===== src/rtl/ldtu_bsl_estimator.sv =====
// -----------------------------------------------------------------------------
// ldtu_bsl_estimator
//
// Baseline estimator for the LDTU front end. On a start request it throws away
// NSKIP settling samples, averages the next 2^LOG2_NSAMP ADC samples with
// round-half-up, clips the mean to Nbits_8 bits and presents it on BSL_VAL for
// the downstream baseline-subtraction stage.
//
// Ports
//   CLK           in   block clock, rising-edge active
//   reset         in   synchronous, active-high reset
//   start         in   one-cycle request to begin a measurement (ignored while busy)
//   abort         in   cancel a measurement in SETTLE or ACCUM
//   sample_valid  in   qualifies DATA12
//   DATA12        in   unsigned ADC sample, Nbits_12 bits
//   BSL_VAL       out  registered baseline value, Nbits_8 bits
//   bsl_valid     out  at least one measurement has completed since reset
//   busy          out  FSM is not in IDLE (registered)
//   done          out  one-cycle pulse when BSL_VAL has just been updated
//   sat           out  last completed mean exceeded 2^Nbits_8-1 and was clipped
// -----------------------------------------------------------------------------
module ldtu_bsl_estimator #(
    parameter int Nbits_12   = 12,
    parameter int Nbits_8    = 8,
    parameter int LOG2_NSAMP = 4,   // 1..8
    parameter int NSKIP      = 4    // 0..15
) (
    input  logic                CLK,
    input  logic                reset,
    input  logic                start,
    input  logic                abort,
    input  logic                sample_valid,
    input  logic [Nbits_12-1:0] DATA12,
    output logic [Nbits_8-1:0]  BSL_VAL,
    output logic                bsl_valid,
    output logic                busy,
    output logic                done,
    output logic                sat
);

    typedef enum logic [2:0] {
        S_IDLE,
        S_SETTLE,
        S_ACCUM,
        S_COMPUTE,
        S_DONE
    } state_t;

    // Sum of 2^LOG2_NSAMP samples of Nbits_12 bits fits exactly, so no overflow.
    localparam int ACC_W  = Nbits_12 + LOG2_NSAMP;
    localparam int CNT_W  = LOG2_NSAMP;
    localparam int SKIP_W = 4;
    localparam int MEAN_W = Nbits_12 + 1;

    // Sample counter wraps naturally: the last accepted sample is at count all-ones.
    localparam logic [CNT_W-1:0]  LAST_CNT  = '1;
    localparam logic [SKIP_W-1:0] LAST_SKIP = SKIP_W'(NSKIP - 1);
    // Rounding offset of one half LSB of the mean.
    localparam logic [ACC_W:0]    HALF      = {{ACC_W{1'b0}}, 1'b1} << (LOG2_NSAMP - 1);
    localparam logic [MEAN_W-1:0] MEAN_MAX  = MEAN_W'((1 << Nbits_8) - 1);

    state_t              state_q, state_d;
    logic [ACC_W-1:0]    acc_q, acc_d;
    logic [CNT_W-1:0]    cnt_q, cnt_d;
    logic [SKIP_W-1:0]   skip_q, skip_d;
    logic [Nbits_8-1:0]  bsl_q;
    logic                sat_q;
    logic                valid_q;
    logic                busy_q;

    logic [ACC_W:0]      rounded;
    logic [MEAN_W-1:0]   mean;
    logic                mean_ovf;

    // Mean with round-half-up: add half an output LSB, then drop LOG2_NSAMP bits.
    always_comb begin
        rounded  = {1'b0, acc_q} + HALF;
        mean     = rounded[ACC_W:LOG2_NSAMP];
        mean_ovf = (mean > MEAN_MAX);
    end

    // Next-state logic.
    // NOTE: every signal is given a default before the case so no path leaves it
    // unassigned; otherwise synthesis infers a latch.
    always_comb begin
        state_d = state_q;
        acc_d   = acc_q;
        cnt_d   = cnt_q;
        skip_d  = skip_q;

        unique case (state_q)
            S_IDLE: begin
                // abort is irrelevant here, so start always wins.
                if (start) begin
                    state_d = S_SETTLE;
                    acc_d   = '0;
                    cnt_d   = '0;
                    skip_d  = '0;
                end
            end

            S_SETTLE: begin
                if (abort) begin
                    state_d = S_IDLE;
                end else if (NSKIP == 0) begin
                    state_d = S_ACCUM;
                end else if (sample_valid) begin
                    if (skip_q == LAST_SKIP) begin
                        state_d = S_ACCUM;
                    end else begin
                        skip_d = skip_q + SKIP_W'(1);
                    end
                end
            end

            S_ACCUM: begin
                if (abort) begin
                    state_d = S_IDLE;
                end else if (sample_valid) begin
                    acc_d = acc_q + ACC_W'(DATA12);
                    cnt_d = cnt_q + CNT_W'(1);
                    if (cnt_q == LAST_CNT) begin
                        state_d = S_COMPUTE;
                    end
                end
            end

            // Once the sample set is complete the measurement always finishes.
            S_COMPUTE: state_d = S_DONE;
            S_DONE:    state_d = S_IDLE;
            default:   state_d = S_IDLE;
        endcase
    end

    // NOTE: state registers use non-blocking assignments so every flop samples
    // the values from before the edge, independent of statement order.
    always_ff @(posedge CLK) begin
        if (reset) begin
            state_q <= S_IDLE;
            acc_q   <= '0;
            cnt_q   <= '0;
            skip_q  <= '0;
            bsl_q   <= '0;
            sat_q   <= 1'b0;
            valid_q <= 1'b0;
            busy_q  <= 1'b0;
        end else begin
            state_q <= state_d;
            acc_q   <= acc_d;
            cnt_q   <= cnt_d;
            skip_q  <= skip_d;
            // Registered decode of the next state keeps busy glitch-free and
            // exactly aligned with state_q != S_IDLE.
            busy_q  <= (state_d != S_IDLE);

            // Result registers change only on the COMPUTE edge, so the new value
            // is visible in DONE, two cycles after the last accepted sample.
            if (state_q == S_COMPUTE) begin
                bsl_q   <= mean_ovf ? '1 : mean[Nbits_8-1:0];
                sat_q   <= mean_ovf;
                valid_q <= 1'b1;
            end
        end
    end

    assign BSL_VAL   = bsl_q;
    assign sat       = sat_q;
    assign bsl_valid = valid_q;
    assign busy      = busy_q;
    assign done      = (state_q == S_DONE);

endmodule


===== config.mk =====
export PLATFORM = sky130hd
export DESIGN_NAME = ldtu_bsl_estimator
export DESIGN_NICKNAME = d
export VERILOG_FILES = /design/src/rtl/ldtu_bsl_estimator.sv
export SDC_FILE = /design/constraint.sdc
export NUM_CORES = 1
export LEC_CHECK = 0
export ABC_CLOCK_PERIOD_IN_PS = 6150
export CAP_MARGIN = 40
export CELL_PAD_IN_SITES_DETAIL_PLACEMENT = 0
export CELL_PAD_IN_SITES_GLOBAL_PLACEMENT = 1
export CORE_MARGIN = 3
export CORE_UTILIZATION = 44
export DETAILED_ROUTE_END_ITERATION = 10
export HOLD_SLACK_MARGIN = 0.02
export PLACE_DENSITY_LB_ADDON = 0.1
export SLEW_MARGIN = 20
export SYNTH_ARGS = -nofsm -noshare
export SYNTH_HDL_FRONTEND = slang
export SYNTH_SLANG_ARGS = --single-unit

===== constraint.sdc =====
create_clock -name CLK -period 6.15 [get_ports CLK]
set_clock_uncertainty 0.2 [all_clocks]
set_input_delay 1.23 -clock CLK [delete_from_list [all_inputs] [get_ports CLK]]
set_output_delay 1.23 -clock CLK [all_outputs]
set_load 0.02 [all_outputs]

==> impl_results.md <==
- Outcome: finished clean
- Dpl hpwl: 3770 µm
- Cts hold-fix bufs: 0
- Global-route wire length before repair: 8820 µm
- Via count: 2047
- Slew @ Worst Pin: 686 ps
- RR Endpoint: acc_q[11]
- DRT Pass-1 Iters: 4
- Pwr Density: 184 nW/µm²
- CTS buffer count: 5
- Clock sink count: 38
- Initial Util: 46.9%
- HP Start: acc_q[0]
- Final Cycle Share: 55.3%
- Row cnt: 25
- Place WS: 2430 ps
- Synth cell types: 43
- RSZ-0062 raised after global routing: false
- GR Util All Layers: 18.0%
- Final number of setup-violating endpoints: 0
- Setup TNS: 0 ps
- Share of cells above drive strength 1: 5.59%
- Vias in the first global route: 1879
- Final net count: 336
- Clock Path Buffers: 2
- Crit path kind: in2reg
- Met3 WL post-DR: 268 µm
- Critical Path Fanout Max: 4
- P&R area growth vs syn: 19.0%
- Clock Latency Late Sink: 290 ps
- Placer Congestion: 0.774
- Worst rel slew slack: 54.2%
- CTS tree: yes
- Mapped Area: 2270 µm²
- Sequential area share after synthesis: 33.5%
- Post-route DRC: 0
- Reg clk slew, reported paths: 80 ps
- Synthesized area per cell: 8.21 µm²
- Max-slew violation count: 0
- Fin. Hold Viols: 0
- Tmin final: 3400 ps
- Number of diodes: 0
- Minimum hold slack: 258 ps
- Detailed Route WL: 5140 µm
- Largest net degree at the start of global routing: 20
- Hold path depth: 2
- Max Used Layer: met4
- Reg2Reg Launch Point: state_q[1]
- VDD IR max: 0.0933 mV
- # IOs: 29
- Worst setup margin: 2750 ps
- Die area: 6070 µm²
- Setup Buffers After CTS: 0
- Root buffer cell: clkbuf_8
- IO buf count: 28
- Pleak: 1.05 nW
- Fin util: 55.8%
- Max H-tree Level: 2
- Routed vias/inst: 5.52
- Startpoint Class: input port
- ANT nets after route: 0
- Reg2Reg Depth: 5
- PostCTS Resize Cnt: 0
- R2R setup slack: 3620 ps
- Core area: 4850 µm²
- Die Y: 77.9 µm
- Syn Nets: 310
- Crit path capture type: flop
- Pwr Total: 0.497 mW
- WL/cell: 13.8 µm
- Critical Path AT: 3420 ps
- Die Wd: 77.9 µm
- Max_cap viols: 0
- Detailed Route Iter0 Violations: 129
- Routed met2 length: 2220 µm
- F_max: 294 MHz
- Initial antenna violation count: 0
- Endpoint, Worst Hold: acc_q[0]
- M1 wire length: 2600 µm
- Worst Path Required: 6170 ps
- FF+latch count, synth: 38
- Min-delay worst type: reg2reg
- Congestion Overflow GR: 0
- Ys Warns: 0
- Post-Syn Instances: 277
-- where the power goes --
| group | internal (mW) | switching [mW] |
|---|---|---|
| clock network | 0.0901 | 0.0882 |
| logic | 0.0286 | 0.0353 |
| registers | 0.249 | 0.00576 |
-- per-layer routing --
layer,up-vias,GRT usage (%)
met1,936,24.3
met5,-,0
met2,49,28.9
met3,5,3.83
met4,0,4.80
li1,1057,-
-- layout make-up --
cell class,count,area (µm²)
Sequential cell,38,761
Clock inverter,2,12.5
Multi-Input combinational cell,222,1440
Timing Repair Buffer,31,307
Tap cell,67,83.8
Fill cell,490,2140
Clock buffer,6,82.6
Inverter,5,18.8
-- cells in the final DEF (no fill, tap or decap), types with 3 or more instances in the layout --
cell type / count
xor2_1: 9
nand4_1: 4
a211oi_1: 8
nand2b_1: 4
xnor2_1: 7
a21o_1: 11
o211ai_1: 4
o21ai_0: 6
inv_1: 5
nand2_1: 23
ha_1: 15
nor2_1: 30
a21oi_1: 19
mux2i_1: 6
or3_1: 5
nand3b_1: 3
and3_1: 11
clkdlybuf4s50_1: 28
dfxtp_1: 38
nand3_1: 25
clkbuf_8: 6
nor3_1: 8
-- per-stage QoR --
stage               std cells  cell area, µm²
floorplan                 277            2270
global placement          361            2590
detailed placement        362            2600
CTS                       370            2700
global route              371            2710
finish                    371            2710
-- synthesized netlist by cell type --
cell | n | area share, %
nor3_2 | 1 | 0.44
a32oi_1 | 1 | 0.39
nor2_1 | 30 | 5.0
clkbuf_1 | 10 | 1.7
fa_1 | 1 | 0.88
and3_1 | 11 | 3.0
a22oi_1 | 2 | 0.66
inv_1 | 5 | 0.83
o21ai_0 | 6 | 1.3
and3b_1 | 1 | 0.39
xnor2_1 | 7 | 2.7
nand3b_1 | 3 | 0.99
buf_6 | 1 | 0.50
a221oi_2 | 1 | 0.66
nand4_1 | 4 | 1.1
ha_1 | 15 | 8.3
buf_2 | 1 | 0.22
or4_1 | 1 | 0.33
nand2b_1 | 4 | 1.1
a21oi_1 | 19 | 4.2
a31o_2 | 1 | 0.39
or3b_1 | 1 | 0.39
a221oi_1 | 1 | 0.39
nor3_1 | 8 | 1.8
or3_1 | 5 | 1.4
nand2_1 | 23 | 3.8
a31oi_1 | 2 | 0.55
xor2_1 | 9 | 3.5
and2_1 | 1 | 0.28
o211ai_1 | 4 | 1.3
o21a_1 | 2 | 0.66
a211oi_2 | 1 | 0.55
a211oi_1 | 8 | 2.6
dfxtp_1 | 38 | 33
mux2_2 | 1 | 0.50
a21o_1 | 11 | 3.6
o32ai_1 | 1 | 0.39
nor2b_1 | 1 | 0.28
nor3b_1 | 2 | 0.66
mux2i_1 | 6 | 2.6
a211o_1 | 1 | 0.39
a21bo_2 | 1 | 0.44
nand3_1 | 25 | 5.5
-- how the worst max path moves through the flow --
stage	cells after the start	to	start	slack, ps
floorplan	7	acc_q[12]	DATA12[0]	3080
global placement	5	acc_q[7]	reset	2260
detailed placement	8	acc_q[12]	DATA12[0]	2430
CTS	8	acc_q[12]	DATA12[0]	2730
global route	8	acc_q[12]	DATA12[0]	2600
finish	8	acc_q[12]	DATA12[0]	2750
-- sequential cells by signal, summed over array words and instances, names as in the netlist --
name and cells:
BSL_VAL 8, acc_q 16, bsl_valid 1, busy 1
cnt_q 4, sat 1, skip_q 4, state_q 3
-- critical path, cell delays in order --
cell and delay (ps):
clkdlybuf4s50_1 400, ha_1 220, fa_1 410, a21o_1 200, a221oi_2 390, o211ai_1 240
a21o_1 220, a21oi_1 100
-- kinds of logic (layout without fill, tap and decap cells) --
family                     count (synthesis)  after routing  share of synthesized area [%]
muxes                                      7              7                           3.14
DFF                                       38             38                           33.5
adders and majority gates                 16             16                           9.14
buffers and inverters                     17             44                           3.19
and+or+nand+nor                          121            121                           26.4
xor gates and xnor gates                  16             16                           6.16
AOI/OAI and AO/OA                         62             62                           18.5
No activity file was read; power rests on OpenSTA's default activity.
